## src/rtl/lsu_ctrl.sv

```systemverilog
// lsu_ctrl: load/store unit controller for an RV32I pipeline.
// Accepts one request at a time and classifies it as illegal, misaligned or
// legal. A legal request runs a single data-memory access with byte enables
// and lane-replicated store data. Loads are formatted with sign or zero
// extension. The access gives up with a timeout error when no ack arrives.
//
// Ports:
//   clk, i_rst_n          clock, synchronous active-low reset
//   i_req_valid/o_req_ready, i_req_we, i_funct3, i_addr, i_wdata
//                         request handshake and payload
//   o_resp_valid, o_rdata, o_err
//                         one-cycle completion with result and error code
//   o_mem_read_en, o_mem_write_en, o_mem_addr, o_mem_wdata, o_mem_be,
//   i_mem_rdata, i_mem_ack
//                         data-memory access port
module lsu_ctrl #(
  parameter int unsigned TIMEOUT_CYCLES = 16
) (
  input  logic        clk,
  input  logic        i_rst_n,
  input  logic        i_req_valid,
  output logic        o_req_ready,
  input  logic        i_req_we,
  input  logic [2:0]  i_funct3,
  input  logic [31:0] i_addr,
  input  logic [31:0] i_wdata,
  output logic        o_resp_valid,
  output logic [31:0] o_rdata,
  output logic [1:0]  o_err,
  output logic        o_mem_read_en,
  output logic        o_mem_write_en,
  output logic [31:0] o_mem_addr,
  output logic [31:0] o_mem_wdata,
  output logic [3:0]  o_mem_be,
  input  logic [31:0] i_mem_rdata,
  input  logic        i_mem_ack
);

  localparam int unsigned CW = $clog2(TIMEOUT_CYCLES + 1);

  typedef enum logic [1:0] {IDLE, ACCESS, RESP} state_t;

  state_t        state, state_nxt;
  logic [CW-1:0] cnt;
  logic          we_q;
  logic [2:0]    f3_q;
  logic [1:0]    lsb_q;

  logic          illegal, misaligned, cnt_last;
  logic [3:0]    be_nxt;
  logic [31:0]   wdata_nxt;
  logic [31:0]   shifted, fmt;

  // Request classification; illegal is tested before misaligned so it wins.
  always_comb begin
    illegal    = i_req_we ? (i_funct3 >= 3'd3)
                          : (i_funct3 == 3'd3 || i_funct3 == 3'd6 || i_funct3 == 3'd7);
    misaligned = 1'b0;
    if (i_funct3[1:0] == 2'd1) misaligned = i_addr[0];
    if (i_funct3[1:0] == 2'd2) misaligned = (i_addr[1:0] != 2'd0);
  end

  // Byte enables and lane replication depend only on the access size bits.
  always_comb begin
    be_nxt    = 4'b1111;
    wdata_nxt = i_wdata;
    case (i_funct3[1:0])
      2'd0: begin
        be_nxt    = 4'b0001 << i_addr[1:0];
        wdata_nxt = {4{i_wdata[7:0]}};
      end
      2'd1: begin
        be_nxt    = 4'b0011 << i_addr[1:0];
        wdata_nxt = {2{i_wdata[15:0]}};
      end
      default: ;
    endcase
  end

  always_comb begin
    shifted = i_mem_rdata >> {lsb_q, 3'b000};
    case (f3_q)
      3'd0:    fmt = {{24{shifted[7]}}, shifted[7:0]};
      3'd1:    fmt = {{16{shifted[15]}}, shifted[15:0]};
      3'd4:    fmt = {24'd0, shifted[7:0]};
      3'd5:    fmt = {16'd0, shifted[15:0]};
      default: fmt = shifted;
    endcase
  end

  assign cnt_last = (cnt == CW'(TIMEOUT_CYCLES - 1));

  always_comb begin
    state_nxt = state;
    case (state)
      IDLE:    if (i_req_valid) state_nxt = (illegal || misaligned) ? RESP : ACCESS;
      ACCESS:  if (i_mem_ack || cnt_last) state_nxt = RESP;
      RESP:    state_nxt = IDLE;
      default: state_nxt = IDLE;
    endcase
  end

  always_ff @(posedge clk) begin
    if (!i_rst_n) begin
      state       <= IDLE;
      cnt         <= '0;
      we_q        <= 1'b0;
      f3_q        <= '0;
      lsb_q       <= '0;
      o_rdata     <= '0;
      o_err       <= '0;
      o_mem_addr  <= '0;
      o_mem_wdata <= '0;
      o_mem_be    <= '0;
    end else begin
      state <= state_nxt;
      case (state)
        IDLE: begin
          if (i_req_valid) begin
            we_q        <= i_req_we;
            f3_q        <= i_funct3;
            lsb_q       <= i_addr[1:0];
            o_mem_addr  <= {i_addr[31:2], 2'b00};
            o_mem_be    <= be_nxt;
            o_mem_wdata <= wdata_nxt;
            cnt         <= '0;
            // Error results are written here since these requests skip ACCESS.
            if (illegal) begin
              o_rdata <= '0;
              o_err   <= 2'd2;
            end else if (misaligned) begin
              o_rdata <= '0;
              o_err   <= 2'd1;
            end
          end
        end
        ACCESS: begin
          if (i_mem_ack) begin
            o_rdata <= we_q ? '0 : fmt;
            o_err   <= 2'd0;
          end else if (cnt_last) begin
            o_rdata <= '0;
            o_err   <= 2'd3;
          end else begin
            cnt <= cnt + CW'(1);
          end
        end
        default: ;
      endcase
    end
  end

  assign o_req_ready    = (state == IDLE);
  assign o_resp_valid   = (state == RESP);
  assign o_mem_read_en  = (state == ACCESS) && !we_q;
  assign o_mem_write_en = (state == ACCESS) && we_q;

endmodule

```

## config.mk

```make
export PLATFORM = sky130hd
export DESIGN_NAME = lsu_ctrl
export DESIGN_NICKNAME = d
export VERILOG_FILES = /design/src/rtl/lsu_ctrl.sv
export SDC_FILE = /design/constraint.sdc
export NUM_CORES = 1
export LEC_CHECK = 0
export ABC_AREA = 0
export CAP_MARGIN = 5
export CORE_UTILIZATION = 40
export CTS_BUF_LIST = sky130_fd_sc_hd__clkbuf_8
export DETAILED_ROUTE_END_ITERATION = 7
export PLACE_DENSITY = 0.79
export SYNTH_ARGS = -nofsm -noshare
export SYNTH_HDL_FRONTEND = slang
export SYNTH_SLANG_ARGS = --single-unit
```

## constraint.sdc

```tcl
create_clock -name clk -period 2 [get_ports clk]
set_clock_uncertainty 0.05 [all_clocks]
set_input_delay 0.4 -clock clk [delete_from_list [all_inputs] [get_ports clk]]
set_output_delay 0.4 -clock clk [all_outputs]
set_load 0.01 [all_outputs]
```

==> metrics.md <==
| Metric | Value |
|---|---|
| Power per standard cell area | 723 nW/µm² |
| Worst-path clk slew | 0.06 ns |
| Io pins | 210 |
| Slew @ Worst Pin | 0.604 ns |
| Max cap viols | 0 |
| CTS max path bufs | 2 |
| CP endpoint kind | flip-flop |
| Fmax | 487 MHz |
| Commonest cells after routing, fill and taps aside | clkdlybuf4s50_1, nand2_1, dfxtp_1, a21boi_0, buf_4 |
| Worst reg-to-reg setup slack | -0.05 ns |
| Vias in the first global route | 5109 |
| Number of setup violations in the final report | 8 |
| Clock power frac | 32.5% |
| Setup crit start | cnt[0] |
| Routed wire length | 16200 µm |
| Synth Flop Type | dfxtp_1 |
| Final critical-path share of the clock period | 103% |
| Initial antenna violation count | 0 |
| Worst hold path class | reg2reg |
| Final hold violation count | 0 |
| Final Instance Count excl. Fillers | 983 |
| CP startpoint kind | flip-flop |
| Crit path max fanout | 3 |
| FF-to-FF Start | cnt[0] |
| Worst Hold Path Cells | 2 |
| Largest family of logic cells by synthesized area | compound AO/OA/AOI/OAI gates |
| Ys Warns | 0 |
| R2R Path End | cnt[2] |
| Final Critical Period | 2.05 ns |
| Slew margin rel. | 59.7% |
| Gate power share | 24.2% |
| Tot GR Track Use | 24.2% |
| Fin nets | 909 |
| Std cell rows | 40 |
| Post-synthesis mux area share | 8.52% |
| Reg2Reg Depth | 8 |
| Post-synth EDFFs | 0 |
| ANT cells | 0 |
| Initial Util | a little over two fifths |
| Static Leakage | roughly 3.2 nW |
| HPWL Detailed | 11600 µm |
| DR pass1 iterations | 5 |
| Post-Syn Area | 5100 µm² |
| Die Y | 115 µm |
| Clock Latency Late Sink | 0.42 ns |
| Total power | 5.78 mW |
| FF+latch area | 2270 µm² |
| Asr flop ratio synth | 0% |
| CTS tree | done |
| Root buf cell | clkbuf_8 |
| Synth Area in Compound Gates | 23.7% |
| Clock sinks | 113 |
| Sw Share | approximately 28% |
| First-pass GRT wire length | 24700 µm |
| Die span in x | 115 µm |
| DP Cell Count | 944 |
| Outcome | finished, violations left |
| P_int | 4.16 mW |
| Num CTS Buffers | 17 |
| # fillers | ~1000 |
| Htree depth | 4 |
| Largest net degree at the start of global routing | between 60 and 70 |
| Share of cells above drive strength 1 | 13.3% |
| Failing checks | negative setup slack |
| Register area share after synthesis | about 44% |
| Post-Synth XOR/XNOR Area | 0.172% |
| Net switching power | 1.62 mW |
| Placer Congestion | 0.883 |
| Die area | 13200 µm² |
| Critical path endpoint | cnt[2] |
| Post-Synth Adder-Cell Area | less than 1% |
| Worst Slack Setup Final | -0.0534 ns |
| Post-Synthesis Cells | 577 |
| Critical path arrival | 2.37 ns |
| Multi-input logic area | about 2700 µm² |
| Register share of total power | 43.3% |
| Peak supply drop | 0.478 mV |
| Area Overhead vs Synth | 56.8% |
| Worst EP required | roughly 2.3 ns |
| Pins Over Slew Limit | 0 |
| Antenna viol nets, final | 0 |
| Kind of critical path | reg2reg |
| GRT Residual Overflow | 0 |
| 1st-iter DRT viols | 320 |
| Vias/cell | 5.18 |
| Via count | ~5100 |
| Simple-gate portion of the synthesized area | between 10% and 20% |
| Cell variety after synth | 49 |
| Port Buffers | 207 |
| Unrepaired setup endpoints after global routing | true |
| Core area | about 12000 µm² |
| Core Util, Final | 65.4% |
| Commonest non-fill, non-tap cell in the layout | clkdlybuf4s50_1 |
| Wire per inst | 16.5 µm |
| Synth Area per Inst | ~8.8 µm² |
| # DRC | 0 |
| #FFs+latches synth | 113 |
==> Yosys cell counts (5+ instances only) <==
cell type | instances | area (µm²)
nand2_1 | 146 | 548
dfxtp_1 | 113 | 2260
a21boi_0 | 54 | 405
o21ai_0 | 38 | 190
mux2i_1 | 31 | 310
clkbuf_1 | 30 | 113
nor2_1 | 22 | 82.6
a221o_1 | 16 | 160
o211a_1 | 16 | 160
a21oi_1 | 12 | 60.1
nand3_1 | 10 | 50.1
a22o_1 | 9 | 78.8
mux2_2 | 9 | 101
o2bb2ai_1 | 7 | 61.3
buf_1 | 6 | 22.5
buf_6 | 6 | 67.6
buf_2 | 5 | 25.0
==> logic make-up (layout without fill, tap and decap cells) <==
family,count (synthesis),in the layout
muxes,41,41
xor gates and xnor gates,1,1
DFF,113,113
and+or+nand+nor,204,204
buffers and inverters,52,289
adders and majority gates,2,2
AOI/OAI and AO/OA,163,163
other,1,2
==> repair_timing <==
action / 4_1_cts / 5_1_grt
pin swaps: 5 / 2
cloned: 0 / 2
endpoints found under the setup margin: 35 / 24
buffers inserted: 2 / 4
resized for setup: 11 / 6
hold buffers: 0 / 0
==> routing by layer <==
metal | track usage (%) | vias to the layer above | routed length [µm]
met3 | 9.38 | 34 | 1470
met2 | 42.5 | 229 | 7990
met5 | 0 | - | 0
met4 | 9.87 | 0 | 400
met1 | 26.0 | 2366 | 6370
li1 | - | 2461 | -
==> area by class of cell <==
type,count,area share [%]
Multi-Input combinational cell,413,33.2
Clock inverter,12,1.00
Clock buffer,19,3.27
Timing Repair Buffer,255,31.4
Tap cell,168,2.63
Sequential cell,113,28.4
Inverter,3,0.141
==> worst max-delay path, stage by stage (launching register included) <==
cell      delay, ns
dfxtp_2        0.33
ha_4           0.16
and3_4         0.18
ha_4           0.17
nor4b_4        0.26
buf_4          0.19
nor2_4         0.04
or4b_4         0.48
a21boi_2       0.14
==> sequential cells by signal, summed over array words and instances (netlist names) <==
register / flops
o_mem_wdata: 32
o_rdata: 32
o_mem_addr: 30
cnt: 5
o_mem_be: 4
f3_q: 3
lsb_q: 2
o_err: 2
state: 2
we_q: 1
==> stage by stage <==
step	setup WS (ns)	hold slack (ns)	instance area (µm²)	TNS, ns
6_report	-0.0534	0.411	7990	-0.0983
3_3_place_gp	-0.378	0.396	7500	-11.44
5_1_grt	-0.117	0.434	7990	-0.236
4_1_cts	-0.0106	0.415	7870	-0.0106
2_1_floorplan	-0.0595	0.425	5130	-0.0595
3_5_place_dp	-0.428	0.400	7500	-15.00
==> how the worst min path moves through the flow <==
stage	start	endpoint
6_report	o_mem_addr[29]	o_mem_addr[29]
5_1_grt	o_mem_wdata[26]	o_mem_wdata[26]
4_1_cts	o_mem_addr[29]	o_mem_addr[29]
3_5_place_dp	o_rdata[13]	o_rdata[13]
3_3_place_gp	o_rdata[11]	o_rdata[11]
2_1_floorplan	cnt[1]	cnt[1]
==> power by group through the flow <==
stage               registers (mW)  logic (mW)  clock network [mW]
detailed placement            2.55        1.34                   0
floorplan                     2.60       0.565                   0
global route                  2.52        1.50                2.02
finish                        2.50        1.40                1.88
global placement              2.54        1.31                   0
CTS                           2.50        1.35                1.92
Note: power is estimated with default switching activity, not from simulation.
